File: src/rtl/jk_counter_ctrl_pkg.sv
// Shared encodings for the JK counter sequencer: command opcodes and FSM states.
package jk_ctrl_pkg;

    localparam int unsigned OP_W = 2;

    typedef enum logic [OP_W-1:0] {
        OP_LOAD   = 2'b00,
        OP_UP     = 2'b01,
        OP_DOWN   = 2'b10,
        OP_TOGGLE = 2'b11
    } op_e;

    typedef enum logic [1:0] {
        IDLE,
        RUN,
        FIN
    } state_e;

endpackage

File: src/rtl/jk_counter_ctrl_if.sv
// Command handshake between the host FSM (master) and the JK sequencer (slave).
interface jk_counter_ctrl_if #(
    parameter int unsigned WIDTH = 4,
    parameter int unsigned CNT_W = 8
);
    logic                        CMD_VALID;
    logic                        CMD_READY;
    logic [jk_ctrl_pkg::OP_W-1:0] CMD_OP;
    logic [WIDTH-1:0]            CMD_ARG;
    logic [CNT_W-1:0]            CMD_LEN;

    modport master (
        output CMD_VALID, CMD_OP, CMD_ARG, CMD_LEN,
        input  CMD_READY
    );

    modport slave (
        input  CMD_VALID, CMD_OP, CMD_ARG, CMD_LEN,
        output CMD_READY
    );
endinterface

File: src/rtl/jk_counter_ctrl_cell.sv
// Single JK flip-flop with asynchronous active-low clear.
module jk_cell (
    input  logic CP,
    input  logic CLR,
    input  logic J,
    input  logic K,
    output logic Q,
    output logic Qn
);

    always_ff @(posedge CP or negedge CLR) begin
        if (!CLR) Q <= 1'b0;
        else      Q <= (J & ~Q) | (~K & Q);
    end

    assign Qn = ~Q;

endmodule

File: src/rtl/jk_counter_ctrl.sv
// Command-driven sequencer stepping a bank of WIDTH JK cells (load/up/down/toggle).
// Optional macro JKC_SAT_EN: UP/DOWN saturate at the range ends and WRAP stays 0.
module jk_counter_ctrl
    import jk_ctrl_pkg::*;
#(
    parameter int unsigned WIDTH = 4,
    parameter int unsigned CNT_W = 8
) (
    input  logic               CP,
    input  logic               CLR,
    jk_counter_ctrl_if.slave   cmd,
    output logic [WIDTH-1:0]   Q,
    output logic               BUSY,
    output logic               DONE,
    output logic               WRAP
);

    state_e           state, state_nx;
    op_e              op_q;
    logic [WIDTH-1:0] arg_q;
    logic [CNT_W-1:0] rem_q, rem_nx;
    logic             wrap_q, step_wrap;
    logic             accept;
    logic [WIDTH-1:0] j, k, qn;
    logic [WIDTH-1:0] t_up, t_dn;
    logic             at_max, at_min;

    // Ripple toggle enables: a bit flips when all lower bits are 1 (up) or 0 (down).
    always_comb begin
        t_up    = '0;
        t_dn    = '0;
        t_up[0] = 1'b1;
        t_dn[0] = 1'b1;
        for (int unsigned i = 1; i < WIDTH; i++) begin
            t_up[i] = t_up[i-1] & Q[i-1];
            t_dn[i] = t_dn[i-1] & qn[i-1];
        end
    end

    assign at_max = &Q;
    assign at_min = &qn;

    always_comb begin
        j         = '0;
        k         = '0;
        step_wrap = 1'b0;
        if (state == RUN) begin
            case (op_q)
                OP_LOAD: begin
                    j = arg_q;
                    k = ~arg_q;
                end
                OP_TOGGLE: begin
                    j = arg_q;
                    k = arg_q;
                end
                OP_UP: begin
`ifdef JKC_SAT_EN
                    if (!at_max) begin
                        j = t_up;
                        k = t_up;
                    end
`else
                    j         = t_up;
                    k         = t_up;
                    step_wrap = at_max;
`endif
                end
                OP_DOWN: begin
`ifdef JKC_SAT_EN
                    if (!at_min) begin
                        j = t_dn;
                        k = t_dn;
                    end
`else
                    j         = t_dn;
                    k         = t_dn;
                    step_wrap = at_min;
`endif
                end
                default: begin
                    j = '0;
                    k = '0;
                end
            endcase
        end
    end

    always_comb begin
        state_nx      = state;
        rem_nx        = rem_q;
        accept        = 1'b0;
        cmd.CMD_READY = (state == IDLE) && CLR;
        case (state)
            IDLE: begin
                if (cmd.CMD_VALID && cmd.CMD_READY) begin
                    accept = 1'b1;
                    if (cmd.CMD_OP == OP_UP || cmd.CMD_OP == OP_DOWN) rem_nx = cmd.CMD_LEN;
                    else                                              rem_nx = CNT_W'(1);
                    state_nx = (rem_nx == '0) ? FIN : RUN;
                end
            end
            RUN: begin
                rem_nx = rem_q - CNT_W'(1);
                if (rem_q == CNT_W'(1)) state_nx = FIN;
            end
            FIN:     state_nx = IDLE;
            default: state_nx = IDLE;
        endcase
    end

    always_ff @(posedge CP or negedge CLR) begin
        if (!CLR) begin
            state  <= IDLE;
            rem_q  <= '0;
            op_q   <= OP_LOAD;
            arg_q  <= '0;
            wrap_q <= 1'b0;
        end else begin
            state  <= state_nx;
            rem_q  <= rem_nx;
            wrap_q <= step_wrap;
            if (accept) begin
                op_q  <= op_e'(cmd.CMD_OP);
                arg_q <= cmd.CMD_ARG;
            end
        end
    end

    genvar g;
    generate
        for (g = 0; g < WIDTH; g++) begin : g_cell
            jk_cell u_cell (
                .CP (CP),
                .CLR(CLR),
                .J  (j[g]),
                .K  (k[g]),
                .Q  (Q[g]),
                .Qn (qn[g])
            );
        end
    endgenerate

    assign BUSY = (state != IDLE);
    assign DONE = (state == FIN);
    assign WRAP = wrap_q;

endmodule

File: src/flat_wrapper.sv
// flat-port wrapper written by rule: the top's interface ports become plain ports
module jk_counter_ctrl_flat import jk_ctrl_pkg::*;
#(
    parameter int unsigned WIDTH = 4,
    parameter int unsigned CNT_W = 8
)
  (CP, CLR, Q, BUSY, DONE, WRAP, cmd_CMD_VALID, cmd_CMD_OP, cmd_CMD_ARG, cmd_CMD_LEN, cmd_CMD_READY);
  jk_counter_ctrl_if #(.WIDTH(WIDTH), .CNT_W(CNT_W)) cmd_i ();
  input  logic CP;
  input  logic CLR;
  output logic [WIDTH-1:0] Q;
  output logic BUSY;
  output logic DONE;
  output logic WRAP;
  input wire logic [$bits(cmd_i.CMD_VALID)-1:0] cmd_CMD_VALID;
  input wire logic [$bits(cmd_i.CMD_OP)-1:0] cmd_CMD_OP;
  input wire logic [$bits(cmd_i.CMD_ARG)-1:0] cmd_CMD_ARG;
  input wire logic [$bits(cmd_i.CMD_LEN)-1:0] cmd_CMD_LEN;
  output wire logic [$bits(cmd_i.CMD_READY)-1:0] cmd_CMD_READY;
  assign cmd_i.CMD_VALID = cmd_CMD_VALID;
  assign cmd_i.CMD_OP = cmd_CMD_OP;
  assign cmd_i.CMD_ARG = cmd_CMD_ARG;
  assign cmd_i.CMD_LEN = cmd_CMD_LEN;
  assign cmd_CMD_READY = cmd_i.CMD_READY;
  jk_counter_ctrl #(.WIDTH(WIDTH), .CNT_W(CNT_W)) u_core (.CP(CP), .CLR(CLR), .cmd(cmd_i), .Q(Q), .BUSY(BUSY), .DONE(DONE), .WRAP(WRAP));
endmodule
File: config.mk
export PLATFORM = sky130hd
export DESIGN_NAME = jk_counter_ctrl_flat
export DESIGN_NICKNAME = d
export VERILOG_FILES = /design/src/rtl/jk_counter_ctrl_pkg.sv /design/src/rtl/jk_counter_ctrl_if.sv /design/src/rtl/jk_counter_ctrl_cell.sv /design/src/rtl/jk_counter_ctrl.sv /design/src/flat_wrapper.sv
export SDC_FILE = /design/constraint.sdc
export NUM_CORES = 1
export LEC_CHECK = 0
export ABC_AREA = 1
export ABC_CLOCK_PERIOD_IN_PS = 1200
export CAP_MARGIN = 20
export CORE_MARGIN = 8
export CORE_UTILIZATION = 40
export DETAILED_ROUTE_END_ITERATION = 6
export PLACE_DENSITY = 0.66
export SYNTH_ARGS = -nofsm -noshare
export SYNTH_HDL_FRONTEND = slang
export SYNTH_SLANG_ARGS = --single-unit
File: constraint.sdc
create_clock -name CP -period 1.2 [get_ports CP]
set_clock_uncertainty 0.1 [all_clocks]
set_input_delay 0.24 -clock CP [delete_from_list [all_inputs] [get_ports CP]]
set_output_delay 0.24 -clock CP [all_outputs]
set_load 0.05 [all_outputs]
==> results by group <==
Run status
  • Status: finished with violations
  • Violated checks: negative setup slack

Synthesis
  • Synth Area in XOR/XNOR: 0.0123
  • Compound-Gate Fraction of Synth Area: 0.140
  • Register area share after synthesis: 0.368
  • Simple-gate portion of the synthesized area: 0.308
  • Largest family of logic cells by synthesized area: simple AND/OR/NAND/NOR gates
  • Adder-Cell Fraction of Synth Area: 0.0526
  • Syn Area/Cell: 7.47 um^2
  • Synthesized flop and latch total: 21
  • Distinct cell type count after synthesis: 30
  • Mapped Nets: roughly 210
  • Mapped Cells: 191
  • Post-synthesis cell area: ~1400 um^2
  • Post-synthesis mux area share: 0
  • YS warnings: 0

STA
  • Final WS setup: -315 ps
  • Setup violations, final: 29
  • Rel. slew slack: 0.802
  • Final period util: 1.26
  • Slew @ Worst Pin: roughly 300 ps
  • Min Tclk post-route: 1510 ps
  • Slew Viols, Final: 0
  • Fmax: roughly 660 MHz
  • WHS: around 320 ps
  • Final Hold Viols: 0
  • RSZ-0062 raised after global routing: true

Critical path
  • Critical R2R Capture: u_core.rem_q[6]
  • Worst Setup End Kind: output port
  • Setup crit start kind: flop
  • R2R Setup Slk: -310 ps
  • Worst path required time: about 860 ps
  • CP Launch Point: u_core.state[0]
  • Worst Reg-to-Reg Cells: 8
  • Critical path fanouts, max: 2
  • Arr. time, crit path: approximately 1200 ps
  • RR Startpoint: u_core.state[0]
  • Setup Crit Path Kind: reg2out
  • Worst setup endpoint: DONE

Pwr
  • Sw frac: 0.243
  • P_leak: about 0.0011 uW
  • P_sw: approximately 290 uW
  • Pwr Total: ~1200 uW
  • P per Cell Area: about 520 nW/um^2
  • Combinational share of power: 0.119
  • Pint: 914 uW
  • Seq pwr share: 0.586
  • Peak VDD IR: 0.361 mV
  • Clock Power Share: 0.295

Final layout
  • Final core occ: 0.688
  • Layout area overhead: 63.3%
  • Most common cell after layout, fill and taps aside: nand2_1
  • # diodes: 0
  • Final Net Count: about 280
  • Most frequent cells in the layout: nand2_1 (44), buf_4 (30), dfrtp_1 (20)
  • Final Non-Filler Cells: 303
  • Layout cells sized above 1: 0.412

Route
  • ANT nets after route: 0
  • Per-cell routed wire length: between 10 and 15 um
  • Initial DRC Count: 95
  • Detailed Route WL: between 4000 and 5000 um
  • Drt pass-1 iters: 4
  • DRC: 0
  • Via density: slightly above 5
  • Routed vias: 1,553

GRT
  • Met3 usage: 0.0224
  • Tot GR Track Use: 0.151
  • Busiest layer in global routing: met2
  • Vias in the first global route: 1,603
  • Routing usage on met1: 0.158
  • GR Util met2: 0.283
  • Grt ovf: 0
  • Largest net degree at the start of global routing: 22
  • Wire length of the first global-routing pass: between 6000 and 7000 um
  • Initial antenna violation count: 0

Floorplanning
  • Starting Density: 0.421
  • Die ar.: about 5700 um^2
  • Row cnt: 21
  • Die height: between 70 and 80 um
  • Core area: 3390 um^2
  • IO Pins: 25
  • Die width: ~76 um

Clock tree
  • Root buffer cell: clkbuf_4
  • CTS Buffer Depth: 2
  • Htree depth: 1
  • CTS tree: done
  • Clk_lat worst skew: 310 ps
  • CTS Buf Count: 3
  • CTS Hold Bufs: 0
  • Reg clk slew, reported paths: 130 ps
  • Clock sink count: 21

Placed design
  • Placed cells: roughly 280
  • DP HPWL: approximately 3000 um
  • Port Buffer Count: 24
  • Post-place setup slack: -424 ps
  • Placer congestion estimate: between 0.9 and 1

Run
  • Maxcap violations: 0

Worst hold path
  • Hold Crit Class: in2async
registers in the layout, summed over array words and instances, names as in the netlist:
name and flops:
u_core.op_q 2, u_core.g_cell.u_cell.Q 4, u_core.rem_q 8, u_core.arg_q 4
u_core.WRAP 1, u_core.state 2
layout make-up:
cell class / instances / area (um^2)
clock buffer: 4 / 26.3
inverter: 30 / 133
fill: 255 / 1060
tap: 46 / 57.6
timing repair buffer: 68 / 691
sequential: 21 / 527
multi-input combinational: 134 / 897
layer usage:
layer  part of all wire  vias up
met5                  0        -
met2               0.53       46
li1                   -      748
met1               0.41      746
met4              0.028        0
met3              0.032       13
power by group through the flow:
| stage | clock (uW) | combinational [uW] | sequential [uW] |
|---|---|---|---|
| 3_3_place_gp | 0 | 137 | 721 |
| 6_report | 356 | 143 | 707 |
| 2_1_floorplan | 0 | 32.3 | 721 |
| 4_1_cts | 366 | 139 | 707 |
| 5_1_grt | 395 | 153 | 708 |
| 3_5_place_dp | 0 | 138 | 721 |
stage by stage:
| stage | instance area [um^2] | TNS, ps |
|---|---|---|
| 3_5_place_dp | 2020 | -6350 |
| 4_1_cts | 2230 | -5430 |
| 6_report | 2330 | -5600 |
| 2_1_floorplan | 1490 | -718 |
| 3_3_place_gp | 2020 | -6040 |
| 5_1_grt | 2330 | -7490 |
Yosys cell counts:
library cell / count / area, um^2
ha_1: 6 / 75.1
o21ai_1: 8 / 40.0
dfrtp_1: 21 / 526
o211ai_2: 2 / 25.0
o221ai_1: 1 / 8.76
buf_4: 4 / 30.0
nor2_2: 3 / 18.8
o211ai_1: 2 / 15.0
inv_1: 26 / 97.6
nand2_1: 48 / 180
nand3b_1: 1 / 7.51
nand3_4: 1 / 17.5
nand3_2: 2 / 20.0
o221ai_2: 1 / 15.0
o22ai_1: 1 / 6.26
or2_1: 1 / 6.26
nand3_1: 17 / 85.1
a21oi_2: 2 / 17.5
clkinv_4: 1 / 8.76
nor2_1: 13 / 48.8
and2_1: 1 / 6.26
xor2_1: 2 / 17.5
a21oi_1: 7 / 35.0
inv_2: 3 / 11.3
nand2_2: 4 / 25.0
buf_6: 2 / 22.5
o21ai_0: 6 / 30.0
nand4_1: 3 / 18.8
nor3_1: 1 / 5.00
o21bai_1: 1 / 7.51
logic make-up after synthesis:
| family | count (synthesis) |
|---|---|
| adders and majority gates | 6 |
| DFF | 21 |
| and+or+nand+nor | 95 |
| xor gates and xnor gates | 2 |
| AOI/OAI and AO/OA | 31 |
| buffers and inverters | 36 |
repair_timing:
item	CTS	global route
buffers inserted	9	6
endpoints found under the setup margin	29	29
pin swaps	7	8
gates resized for setup	35	16
worst max-delay path: stages, from the launching register on:
cell     delay [ps]
dfrtp_1         430
buf_4           170
nor2_4          120
buf_12          140
worst min-delay path by stage:
stage / to / slack (ps) / cells past startpoint / from
floorplan: u_core.WRAP / -160 / 0 / CLR
global placement: u_core.rem_q[1] / 410 / 2 / u_core.rem_q[1]
detailed placement: u_core.rem_q[1] / 420 / 2 / u_core.rem_q[1]
CTS: u_core.op_q[0] / 330 / 2 / CLR
global route: u_core.arg_q[0] / 350 / 2 / CLR
finish: u_core.op_q[0] / 320 / 2 / CLR
(Power assumes the default switching activity.)
==> variant: new RTL, same settings <==
The option `JKC_SAT_EN` is turned on by a define.
--- a/src/rtl/jk_counter_ctrl.sv
+++ b/src/rtl/jk_counter_ctrl.sv
@@ -1,4 +1,6 @@
 // Command-driven sequencer stepping a bank of WIDTH JK cells (load/up/down/toggle).
 // Optional macro JKC_SAT_EN: UP/DOWN saturate at the range ends and WRAP stays 0.
+`define JKC_SAT_EN
+
 module jk_counter_ctrl
     import jk_ctrl_pkg::*;
Check against the original RTL: not equivalent (a bounded check fails within 4 cycles, from zero or initial values).
==> variant against the unedited design <==
  * The run still ends with setup timing left
  * Worst setup slack worse by 58 ps
  * Sequential cell count down 1
  * Via count up 6.2%
  * Cell area up 5.9%
  * Count of clock-buffer cells in the layout down 1
  * Routed wire length up 2.9%
  * Core utilization up 0.18 points
  * Synthesized area up 1.1%
Power is not compared: it rests on default switching activity, and its combinational part moved more than twofold at a synthesized area within 25%.
==> variant: results (changes against the unedited design) <==
worst slack, placed = -436 ps (was -424 ps)
Final #Nets = 310 (was 281)
met3 usage = 0.0318 (was 0.0224)
first-pass GRT wire length = 6930 microns (was 6710 microns)
failing checks = setup timing (unchanged)
share of cells above drive strength 1 = 0.374 (was 0.412)
DP HPWL = 3020 microns (was 3040 microns)
Synth Area in Adders = 0.0520 (was 0.0526)
initial drt markers = 59 (was 95)
via count = 1649 (was 1553)
Port Buffers = 23 (was 24)
M1 wire length = 1800 microns (was 1710 microns)
DR vias/cell = 4.94 (was 5.13)
syn avg cell area = 6.84 sq um (was 7.47 sq um)
fin util = 0.690 (was 0.688)
final setup vio count = 27 (was 29)
met3 routed WL = 177 microns (was 134 microns)
grt met2 use = 0.260 (was 0.283)
status = complete, but fails checks (unchanged)
crit path setup slack, layout = -372 ps (was -315 ps)
setup_tns = -5460 ps (was -5600 ps)
number of distinct library cells after synthesis = 24 (was 30)
fillers = 287 (was 255)
Setup crit end = cmd_CMD_READY (was DONE)
global placement routability congestion = 0.821 (was 0.952)
largest net degree at the start of global routing = 18 (was 22)
met2 WL = 2270 microns (was 2230 microns)
## variant: repair_timing
item / 4_1_cts / 5_1_grt
setup endpoints to repair: 27 / 27
hold buffers: 1 / 0
resized for setup: 29 / 21
cloned: 1 / 2
pin swaps: 1 / 5
endpoints found under the hold margin: 3 / 0
setup buffers: 11 / 3
## variant: power groups by stage
stage          registers [mW]  logic, mW  clock network (mW)
3_3_place_gp            0.783      0.793                   0
3_5_place_dp            0.785      0.805                   0
2_1_floorplan           0.787      0.443                   0
5_1_grt                 0.782       1.03               0.605
6_report                0.776      0.948               0.568
4_1_cts                 0.770      0.896               0.584
## variant: critical path, delay by kind of cell (launching register included)
family                 cells  cell delay (ps)
DFF                        1              420
buffers and inverters      3              340
and+or+nand+nor            2              140
## variant: layout make-up
class | count | share of cell area
clock buffer | 3 | 0.00913
clock inverter | 1 | 0.0122
inverter | 25 | 0.0431
multi-input combinational | 158 | 0.381
sequential | 20 | 0.203
tap | 48 | 0.0243
timing repair buffer | 78 | 0.324
timing repair inverter | 1 | 0.00254
## variant: how the worst min path moves through the flow
| stage | depth (start not counted) | slack (ps) | from | end |
|---|---|---|---|---|
| floorplan | 0 | -160 | CLR | u_core.arg_q[0] |
| global route | 2 | 150 | CLR | u_core.g_cell[2].u_cell.Q |
| finish | 2 | 130 | CLR | u_core.arg_q[3] |
| CTS | 2 | 50 | CLR | u_core.arg_q[2] |
| global placement | 2 | 440 | u_core.arg_q[0] | u_core.arg_q[0] |
| detailed placement | 2 | 450 | u_core.arg_q[0] | u_core.arg_q[0] |
## variant: cell families after synthesis
family	count (synthesis)
other	1
buffers and inverters	34
adders and majority gates	6
xor gates and xnor gates	1
DFF	20
and+or+nand+nor	123
AOI/OAI and AO/OA	26
